<file path="src/rtl/instr_encoder.sv">
// instr_encoder: assembles 32-bit instruction words from decoded fields and streams them with sequential
// addresses through a 2-entry output FIFO (optional INSTR_PARITY_EN adds a stored per-word parity output)
module instr_encoder #(
  parameter int ADDR_W     = 8,
  parameter int FIFO_DEPTH = 2
) (
  input  logic              clk,
  input  logic              rst_n,
  input  logic              start,
  input  logic [ADDR_W:0]   prog_len,
  input  logic              in_valid,
  output logic              in_ready,
  input  logic [1:0]        fmt,
  input  logic [5:0]        opcode,
  input  logic [4:0]        rs,
  input  logic [4:0]        rt,
  input  logic [4:0]        rd,
  input  logic [4:0]        shamt,
  input  logic [4:0]        unused,
  input  logic [15:0]       imm,
  output logic              out_valid,
  input  logic              out_ready,
  output logic [31:0]       out_instr,
  output logic [ADDR_W-1:0] out_addr,
`ifdef INSTR_PARITY_EN
  output logic              out_parity,
`endif
  output logic              busy,
  output logic              done,
  output logic              err
);
`ifdef INSTR_PARITY_EN
  localparam int EW = 33;
`else
  localparam int EW = 32;
`endif
  typedef enum logic [1:0] {S_IDLE, S_RUN, S_DRAIN, S_DONE} state_t;
  state_t            r_state, w_next;
  logic [ADDR_W:0]   r_cnt, r_len;
  logic [EW-1:0]     r_mem [2];
  logic              r_wp, r_rp;
  logic [1:0]        r_occ;
  logic [ADDR_W-1:0] r_addr;
  logic              r_err;
  logic              w_full, w_start, w_acc, w_ill, w_push, w_pop;
  logic [31:0]       w_word;
  logic [EW-1:0]     w_entry, w_head;
  assign w_full   = r_occ == 2'(FIFO_DEPTH);
  assign w_start  = start & (r_state == S_IDLE | r_state == S_DONE);
  assign w_ill    = fmt == 2'b11;
  assign w_acc    = in_valid & in_ready;
  assign w_push   = w_acc & !w_ill;
  assign w_pop    = out_valid & out_ready;
  assign w_word   = fmt == 2'b00 ? {opcode, rs, rt, rd, shamt, 1'b0, unused} : {opcode, rs, rt, imm};
`ifdef INSTR_PARITY_EN
  assign w_entry    = {^w_word, w_word};
  assign out_parity = out_valid & w_head[32];
`else
  assign w_entry  = w_word;
`endif
  assign w_head    = r_mem[r_rp];
  assign in_ready  = (r_state == S_RUN) & !w_full & (r_cnt < r_len);
  assign out_valid = r_occ != 2'd0;
  assign out_instr = out_valid ? w_head[31:0] : 32'd0;
  assign out_addr  = r_addr;
  assign busy      = r_state == S_RUN | r_state == S_DRAIN;
  assign done      = r_state == S_DONE;
  assign err       = r_err;
  // session sequencing: RUN until the programmed count is reached, then drain the FIFO
  always_comb begin
    w_next = r_state;
    case (r_state)
      S_IDLE, S_DONE: w_next = start ? S_RUN : r_state;
      S_RUN:          w_next = r_cnt == r_len ? S_DRAIN : S_RUN;
      S_DRAIN:        w_next = r_occ == 2'd0 ? S_DONE : S_DRAIN;
      default:        w_next = S_IDLE;
    endcase
  end
  // state register
  always_ff @(posedge clk or negedge rst_n)
    if (!rst_n) r_state <= S_IDLE;
    else        r_state <= w_next;
  // session bookkeeping: accepted legal count, latched length, sticky illegal flag
  always_ff @(posedge clk or negedge rst_n)
    if (!rst_n) begin
      r_cnt <= '0;
      r_len <= '0;
      r_err <= 1'b0;
    end else if (w_start) begin
      r_cnt <= '0;
      r_len <= prog_len;
      r_err <= 1'b0;
    end else begin
      if (w_push) r_cnt <= r_cnt + 1'b1;
      if (w_acc & w_ill) r_err <= 1'b1;
    end
  // write address of the head word advances on every pop and wraps naturally
  always_ff @(posedge clk or negedge rst_n)
    if (!rst_n)       r_addr <= '0;
    else if (w_start) r_addr <= '0;
    else if (w_pop)   r_addr <= r_addr + 1'b1;
  // two-entry FIFO; storage is cleared on reset so the head reads 0 afterwards
  always_ff @(posedge clk or negedge rst_n)
    if (!rst_n) begin
      r_mem[0] <= '0;
      r_mem[1] <= '0;
      r_wp     <= 1'b0;
      r_rp     <= 1'b0;
      r_occ    <= 2'd0;
    end else begin
      if (w_push) begin
        r_mem[r_wp] <= w_entry;
        r_wp        <= ~r_wp;
      end
      if (w_pop) r_rp <= ~r_rp;
      r_occ <= r_occ + {1'b0, w_push} - {1'b0, w_pop};
    end
endmodule

</file>
<file path="config.mk">
export PLATFORM = sky130hd
export DESIGN_NAME = instr_encoder
export DESIGN_NICKNAME = d
export VERILOG_FILES = /design/src/rtl/instr_encoder.sv
export SDC_FILE = /design/constraint.sdc
export NUM_CORES = 1
export LEC_CHECK = 0
export CORE_ASPECT_RATIO = 0.8
export CORE_MARGIN = 2
export CORE_UTILIZATION = 45
export CTS_BUF_LIST = sky130_fd_sc_hd__clkbuf_4
export CTS_CLUSTER_SIZE = 14
export DETAILED_ROUTE_END_ITERATION = 12
export DONT_BUFFER_PORTS = 1
export SYNTH_ARGS = -nofsm -noshare
export SYNTH_HDL_FRONTEND = slang
export SYNTH_SLANG_ARGS = --single-unit
export TNS_END_PERCENT = 5
</file>
<file path="constraint.sdc">
create_clock -name clk -period 7.2 [get_ports clk]
set_input_delay 1.44 -clock clk [delete_from_list [all_inputs] [get_ports clk]]
set_output_delay 1.44 -clock clk [all_outputs]
set_load 0.02 [all_outputs]
</file>
# ---- Word-level counts from Yosys, hierarchy flattened
# Index checks and enable logic that the tools add are counted.
dict set report totals {
  input_bits 63
  wordCells 67
  reg_bits 97
}
dict set report op_classes {
  add_sub_neg 4
  n_lt_le_gt_ge 4
  bitwise_logic 13
  n_eq_ne 7
  muxes 18
  reduce_logical 11
}
# operator n
set op_table {}
lappend op_table {{$mux 32} 5}
lappend op_table {{$bwmux 64} 1}
lappend op_table {{$demux 32 s1} 1}
lappend op_table {{$mux 9} 2}
lappend op_table {{$mux 16} 1}
lappend op_table {{$mux 8} 2}
lappend op_table {{$add 9x1->9 const B} 1}
lappend op_table {{$eq 9x9->1} 1}
lappend op_table {{$lt 9x9->1} 1}
lappend op_table {{$add 8x1->8 const B} 1}
lappend op_table {{$eq 2x2->1 const B} 4}
lappend op_table {{$reduce_bool 2->1} 4}
lappend op_table {{$and 1x1->1} 7}
lappend op_table {{$logic_not 2->1} 3}
lappend op_table {{$pmux 2 s3} 1}
lappend op_table {{$ge 2x2->1 const B} 2}
lappend op_table {{$mux 2} 2}
lappend op_table {{$not 1->2} 2}
lappend op_table {{$mux 1} 3}
lappend op_table {{$add 2x1->2} 1}
lappend op_table {{$eq 2x1->1 const B} 1}
lappend op_table {{$logic_not 1->1} 2}
lappend op_table {{$lt 2x1->1 const B} 1}
lappend op_table {{$ne 2x2->1 const B} 1}
lappend op_table {{other kinds (5)} 7}

# ---- Logic depth before layout (Yosys ltp)
# Gate-level depths: netlist (run 1).
dict set report logic_depth {
  depth_word 8
  depth_mapped 11
}

# ---- Least setup slack after synthesis (run 1)
# Ideal clock, no wire load.
dict set report synth_timing {
  path_type {reg2out}
  start {reg r_cnt[6]}
  end {out in_ready}
  path_stages_with_launch 5
  path_slack_ns 4.053
  arrival_time_ns 1.707
  path_buffers 0
  cell_sequence {dfrtp_1 ha_1 nand4_2 o2111ai_4 nor3_1}
}
dict set report synth_between {
  elab_chain_cells 2
}
# item line_no
set synth_lines {}
lappend synth_lines {{start, declared} 39} ;# logic [ADDR_W:0] r_cnt, r_len;
lappend synth_lines {{start signal, assigned} 94} ;# if (w_push) r_cnt <= r_cnt + 1'b1;
lappend synth_lines {{$lt 9x9->1} 62} ;# assign in_ready = (r_state == S_RUN) & !w_full & (r_cnt < r_len);
lappend synth_lines {{$and 1x1->1} 62}
lappend synth_lines {{end, declared} 12} ;# output logic in_ready,
# Every way passes these cells.

# ---- Worst setup path in the final report (run 1)
# Same ends and word-level chain as after synthesis.

==> results.toml, run 1 <==
[pwr]
peakVddDrop_mv = 0.249
power_density_nw_per_um2 = 447
power.leakage_nw = 2.34

[synthesis]
yosysSeqAreaShare_pct = 50.1
synth_top_area_share_pct = 50.1
synth_edf_count = 0
synthArstFlopShare_pct = 100
synthesis.area_um2 = 4840
syn_nets = 560
synth-main-ff-cell = "dfrtp_1"
postSynthAreaPerCell_um2 = 10.1
synth_top_area_cell = "dfrtp_1"
ys_top_cells_by_area = "dfrtp_1, mux2i_1, nand2_1"
synth.most_common_cell = "dfrtp_1"
synthCells = 481
ys_warn_count = 0
ys_types = 42
synth_commonest_cells = "dfrtp_1, nand2_1, nor2_1"
synth_seq_cells = 97

[floorplan]
ios = 108
start_util_pct = 46.7
die_w_um = 120
die-height_um = 96.8
core_um2 = 10400
die_area_um2 = 11600
rows = 33

[sta]
min_period_ns = 3.85
fmax_ghz = 0.260
holdWs_ns = 0.492
finalCritPeriodShare_pct = 53.5
fin_setup_tns_ns = 0
setup_viol_count_final = 0
rsz0062_at_grt = "false"
tightest_slew_ns = 1.05
slew_headroom_pct = 29.6
final_max_slew_viol_count = 0
fin_skew_ns = 0.0152
hold_viol = 0

[detailed_routing]
dr.pass1.iters = 4
dr.first_iter.drc_count = 160
drc_errors = 0
drt-total-wl_mm = 9.95
final_antenna_net_count = 0
viasPerCell = 5.23
avgRoutedWirePerCell_um = 16.1
num_vias = 3228

[cts]
htreeDepth = 3
worstSkewPairLatency_ns = 0.45
holdBufCountCts = 0
cts_setup_buffers = 0
cts_resized = 0
cts_sinks = 97
cts_buffers = 9
clockRootBuffer = "clkbuf_4"
clockBufferDepth = 2
cts_tree = "done"
clk_pin_slew_worst_paths_ns = 0.14

[placed_design]
dpl.hpwl_mm = 6.66
place.gp.congestion = 0.861
port_buffers = 0

[setup_path]
critPathKind = "flop to primary output"
critPathCaptureType = "primary output"
worst_ep_required_time_ns = 5.76
cp.arrival_ns = 2.41
crit_fanout = 9
start_kind = "flop"

[layout]
diodes = 0
multi_input_area_um2 = 2220
area.sequential_um2 = 2430
fillers = 982
layout-drive-gt1-share_pct = 9.64
area_delta_synth_final_pct = 3.64
nets = 551

[worst_hold_path]
hold_class = "flop to flop"

[global_route]
grt_pass1_wl_mm = 16.4
overflow = 0
grt_usage_pct = 18.0
first_global_vias = 3224
grt_max_degree = 98
grt_antenna_before_repair = 0

[job]
drv_cap = 0

[status]
status = "completed"
## cells by family (layout without fill, tap and decap cells)
kind of cell | after synthesis | in the layout | synth area share, %
AOI/OAI and AO/OA | 63 | 63 | 7.70
muxes | 64 | 64 | 14.3
and+or+nand+nor | 184 | 184 | 16.5
DFF | 97 | 97 | 50.1
buffers and inverters | 41 | 37 | 4.42
xor gates and xnor gates | 16 | 16 | 2.89
adders and majority gates | 16 | 16 | 4.13
## worst paths after layout
path,startpoint,end,slack [ns],cells past startpoint
hold reg to reg,r_mem[16],r_mem[16],0.49,2
max in group asynchronous,rst_n,r_mem[44],6.38,0
min in group asynchronous,rst_n,r_state[0],0.66,0
setup reg to reg,r_cnt[6],r_occ[1],4.58,10
setup / recovery,r_cnt[6],in_ready,3.35,4
hold / removal,r_mem[16],r_mem[16],0.49,2
## sequential cells by signal, summed over array words and instances, names as in the netlist
register	cells
err	1
out_addr	8
r_cnt	9
r_len	9
r_mem	64
r_occ	2
r_rp	1
r_state	2
r_wp	1
## stage by stage
stage / total power [mW] / instances / setup WS, ns / area (um2) / util [%]
floorplan: 1.83 / 481 / 4.05 / 4840 / -
global placement: 1.98 / 601 / 3.88 / 4910 / 47.4
detailed placement: 2.02 / 601 / 3.84 / 4910 / 47.4
CTS: 2.27 / 617 / 3.30 / 5020 / 48.4
global route: 2.43 / 617 / 3.20 / 5020 / 48.4
finish: 2.24 / 617 / 3.35 / 5020 / 48.4
## area by class of cell
class	instances	share of cell area, %
flip-flops and latches	97	48.4
well taps	140	3.49
inverters	18	1.35
clock buffers	12	1.79
repair buffers	3	0.449
multi-input cells	343	44.1
clock inverters	4	0.399
## worst max-delay path, stage by stage, from the launching register on
cell	delay [ns]
dfrtp_1	0.44
ha_1	0.34
nand4_2	0.17
o2111ai_4	0.26
nor3_1	0.74
## report_power, final
part           internal (mW)  leakage, nW  switching, mW  total (mW)
logic                  0.362         1.10          0.642        1.00
clock network         0.0803       0.0624          0.173       0.253
registers              0.779         1.19          0.206       0.985
total                   1.22         2.34           1.02        2.24
## cell usage in the layout, fill, tap and decap left out, drive strengths merged, types with 5 or more instances in the layout
cell | Yosys | layout
a21oi | 25 | 25
clkbuf | 12 | 12
dfrtp | 97 | 97
ha | 16 | 16
inv | 18 | 18
mux2 | 16 | 16
mux2i | 48 | 48
nand2 | 90 | 90
nand3 | 5 | 5
nor2 | 66 | 66
nor4 | 6 | 6
o21ai | 30 | 30
xnor2 | 11 | 11
xor2 | 5 | 5
## per-layer routing
| metal | global-route usage (%) | wire [um] | up-vias |
|---|---|---|---|
| li1 | - | - | 1586 |
| met1 | 25.1 | 4750 | 1543 |
| met2 | 26.4 | 4330 | 91 |
| met3 | 7.02 | 792 | 8 |
| met4 | 4.43 | 74 | 0 |
| met5 | 0 | 0 | - |
Note: power is estimated with default switching activity, not from simulation.
==> inputs of run 2 (changes only) <==
Clock period 7.2 ns to 3.65 ns, I/O delays scaled along.
==> run 2 against run 1 <==
Sequential power grew 97%. Sequential cell count is the same. Global-route usage decreased by 0.089 points. Cell area grew 1.4%. Clock skew grew 0.0018 ns. Count of clock-buffer cells in the layout decreased by 1. Critical path type unchanged. Largest cell class unchanged. Largest power group unchanged. Highest routed layer unchanged.
==> results.toml, run 2 (synthesis results as in run 1) <==
[cts]
htreeDepth = 3
clk_pin_slew_worst_paths_ns = 0.14
clockBufferDepth = 2
worstSkewPairLatency_ns = 0.44
cts_buffers = 9
cts_setup_buffers = 0
cts_sinks = 97
clockRootBuffer = "clkbuf_4"
cts_tree = "done"

[pwr]
power_density_nw_per_um2 = 888
peakVddDrop_mv = 0.367
power.leakage_nw = 2.38

[layout]
final_cell_mix = "dfrtp_1, nand2_1, nor2_1"
area_delta_synth_final_pct = 5.06
largest_register = "r_mem"
post-route-cell-area_um2 = 5090
top_regs = "r_mem x64, r_cnt x9, r_len x9"
final_common_cell = "dfrtp_1"
layout-drive-gt1-share_pct = 10.2
diodes = 0
largest_register_ffs = 64
fillers = 992
nets = 555

[detailed_routing]
dr.pass1.iters = 4
avgRoutedWirePerCell_um = 15.9
dr.first_iter.drc_count = 172
viasPerCell = 5.24
num_vias = 3252
drt-total-wl_mm = 9.89
final_antenna_net_count = 0
drc_errors = 0

[floorplan]
die-height_um = 96.8
start_util_pct = 46.7
die_w_um = 120
rows = 33
die_area_um2 = 11600
ios = 108
core_um2 = 10400

[sta]
min_period_ns = 3.17
tightest_slew_ns = 1.01
fin_skew_ns = 0.0171
finalCritPeriodShare_pct = 86.8
final_max_slew_viol_count = 0
fin_setup_tns_ns = 0
hold_viol = 0
fmax_ghz = 0.316
setup_viol_count_final = 0
slew_headroom_pct = 32.5
rsz0062_at_grt = "false"

[setup_path]
worst_ep_required_time_ns = 2.92
path_cells = "ha_1, nand4_2, o2111ai_4, nor3_1"
critPathCaptureType = "primary output"
worstPathBufferInverterCount = 0
critPathKind = "flop to primary output"
cpPeakStageDelay_ns = 0.75
r2r_slack_ns = 1.02
slowest_stage = "nor3_1"
cp.arrival_ns = 2.44
start_kind = "flop"
crit_fanout = 9
crit_family = "simple AND/OR/NAND/NOR gates"

[global_route]
first_global_vias = 3167
grt_antenna_before_repair = 0
grt_pass1_wl_mm = 16.2
grt_usage_pct = 17.9
grt_max_degree = 98
overflow = 0

[placed_design]
port_buffers = 0
placed_area_um2 = 4930
dpl.hpwl_mm = 6.69
place.gp.congestion = 0.833

[worst_hold_path]
hold_class = "input pin to asynchronous set/reset pin"

[job]
drv_cap = 0

[status]
status = "completed"
==> run 2: layout make-up <==
class                           count  area, um2  area share [%]
Sequential cell                    97       2430            47.7
Clock inverter                      5       46.3           0.910
Tap cell                          140        175            3.44
Inverter                           18       67.6            1.33
Multi-Input combinational cell    343       2220            43.5
Clock buffer                       11       82.6            1.62
Timing Repair Buffer                7       72.6            1.43
==> run 2: per-stage QoR <==
step | utilization, % | std cells | hold WS [ns] | total power, mW | setup slack [ns]
global route | 49.1 | 621 | 0.176 | 4.90 | 0.371
detailed placement | 47.6 | 604 | 0.437 | 4.00 | 0.983
floorplan | - | 481 | 0.434 | 3.61 | 1.21
CTS | 49.1 | 621 | 0.179 | 4.58 | 0.455
finish | 49.1 | 621 | 0.171 | 4.52 | 0.482
global placement | 47.6 | 604 | 0.437 | 3.92 | 1.04
==> run 2: final timing paths <==
kind	depth (start not counted)	endpoint	start
max in group asynchronous	1	r_mem[46]	rst_n
worst min register to register	2	r_mem[26]	r_mem[26]
worst max-delay path	4	in_ready	r_cnt[5]
min in group clk	2	r_mem[28]	opcode[2]
worst max register to register	10	r_occ[1]	r_cnt[6]
worst min-delay path	1	r_state[0]	rst_n
==> run 2: worst reg2reg max path, stage by stage (launching register included) <==
cell	delay [ns]
dfrtp_1	0.45
ha_1	0.34
a21oi_1	0.29
o21ai_1	0.26
nor3_4	0.33
inv_2	0.11
ha_1	0.28
inv_1	0.04
ha_1	0.18
xnor2_1	0.16
xnor2_1	0.13
==> run 2: per-layer routing <==
layer	GRT usage, %	vias up	wire, um
met5	0	-	0
met4	4.71	0	110
met3	6.84	8	797
met2	25.7	108	4260
met1	25.4	1540	4720
li1	-	1596	-
==> run 2: power by group <==
group | total, mW | internal (mW) | switching (mW)
sequential | 1.94 | 1.54 | 0.404
clock | 0.554 | 0.218 | 0.336
combinational | 2.02 | 0.734 | 1.29
total | 4.52 | 2.49 | 2.03
==> run 2: repair_timing <==
item | 4_1_cts | 5_1_grt
endpoints found under the hold margin | 97 | 0
setup endpoints to repair | 0 | 0
hold buffers | 1 | 0
resized for setup | 0 | 0
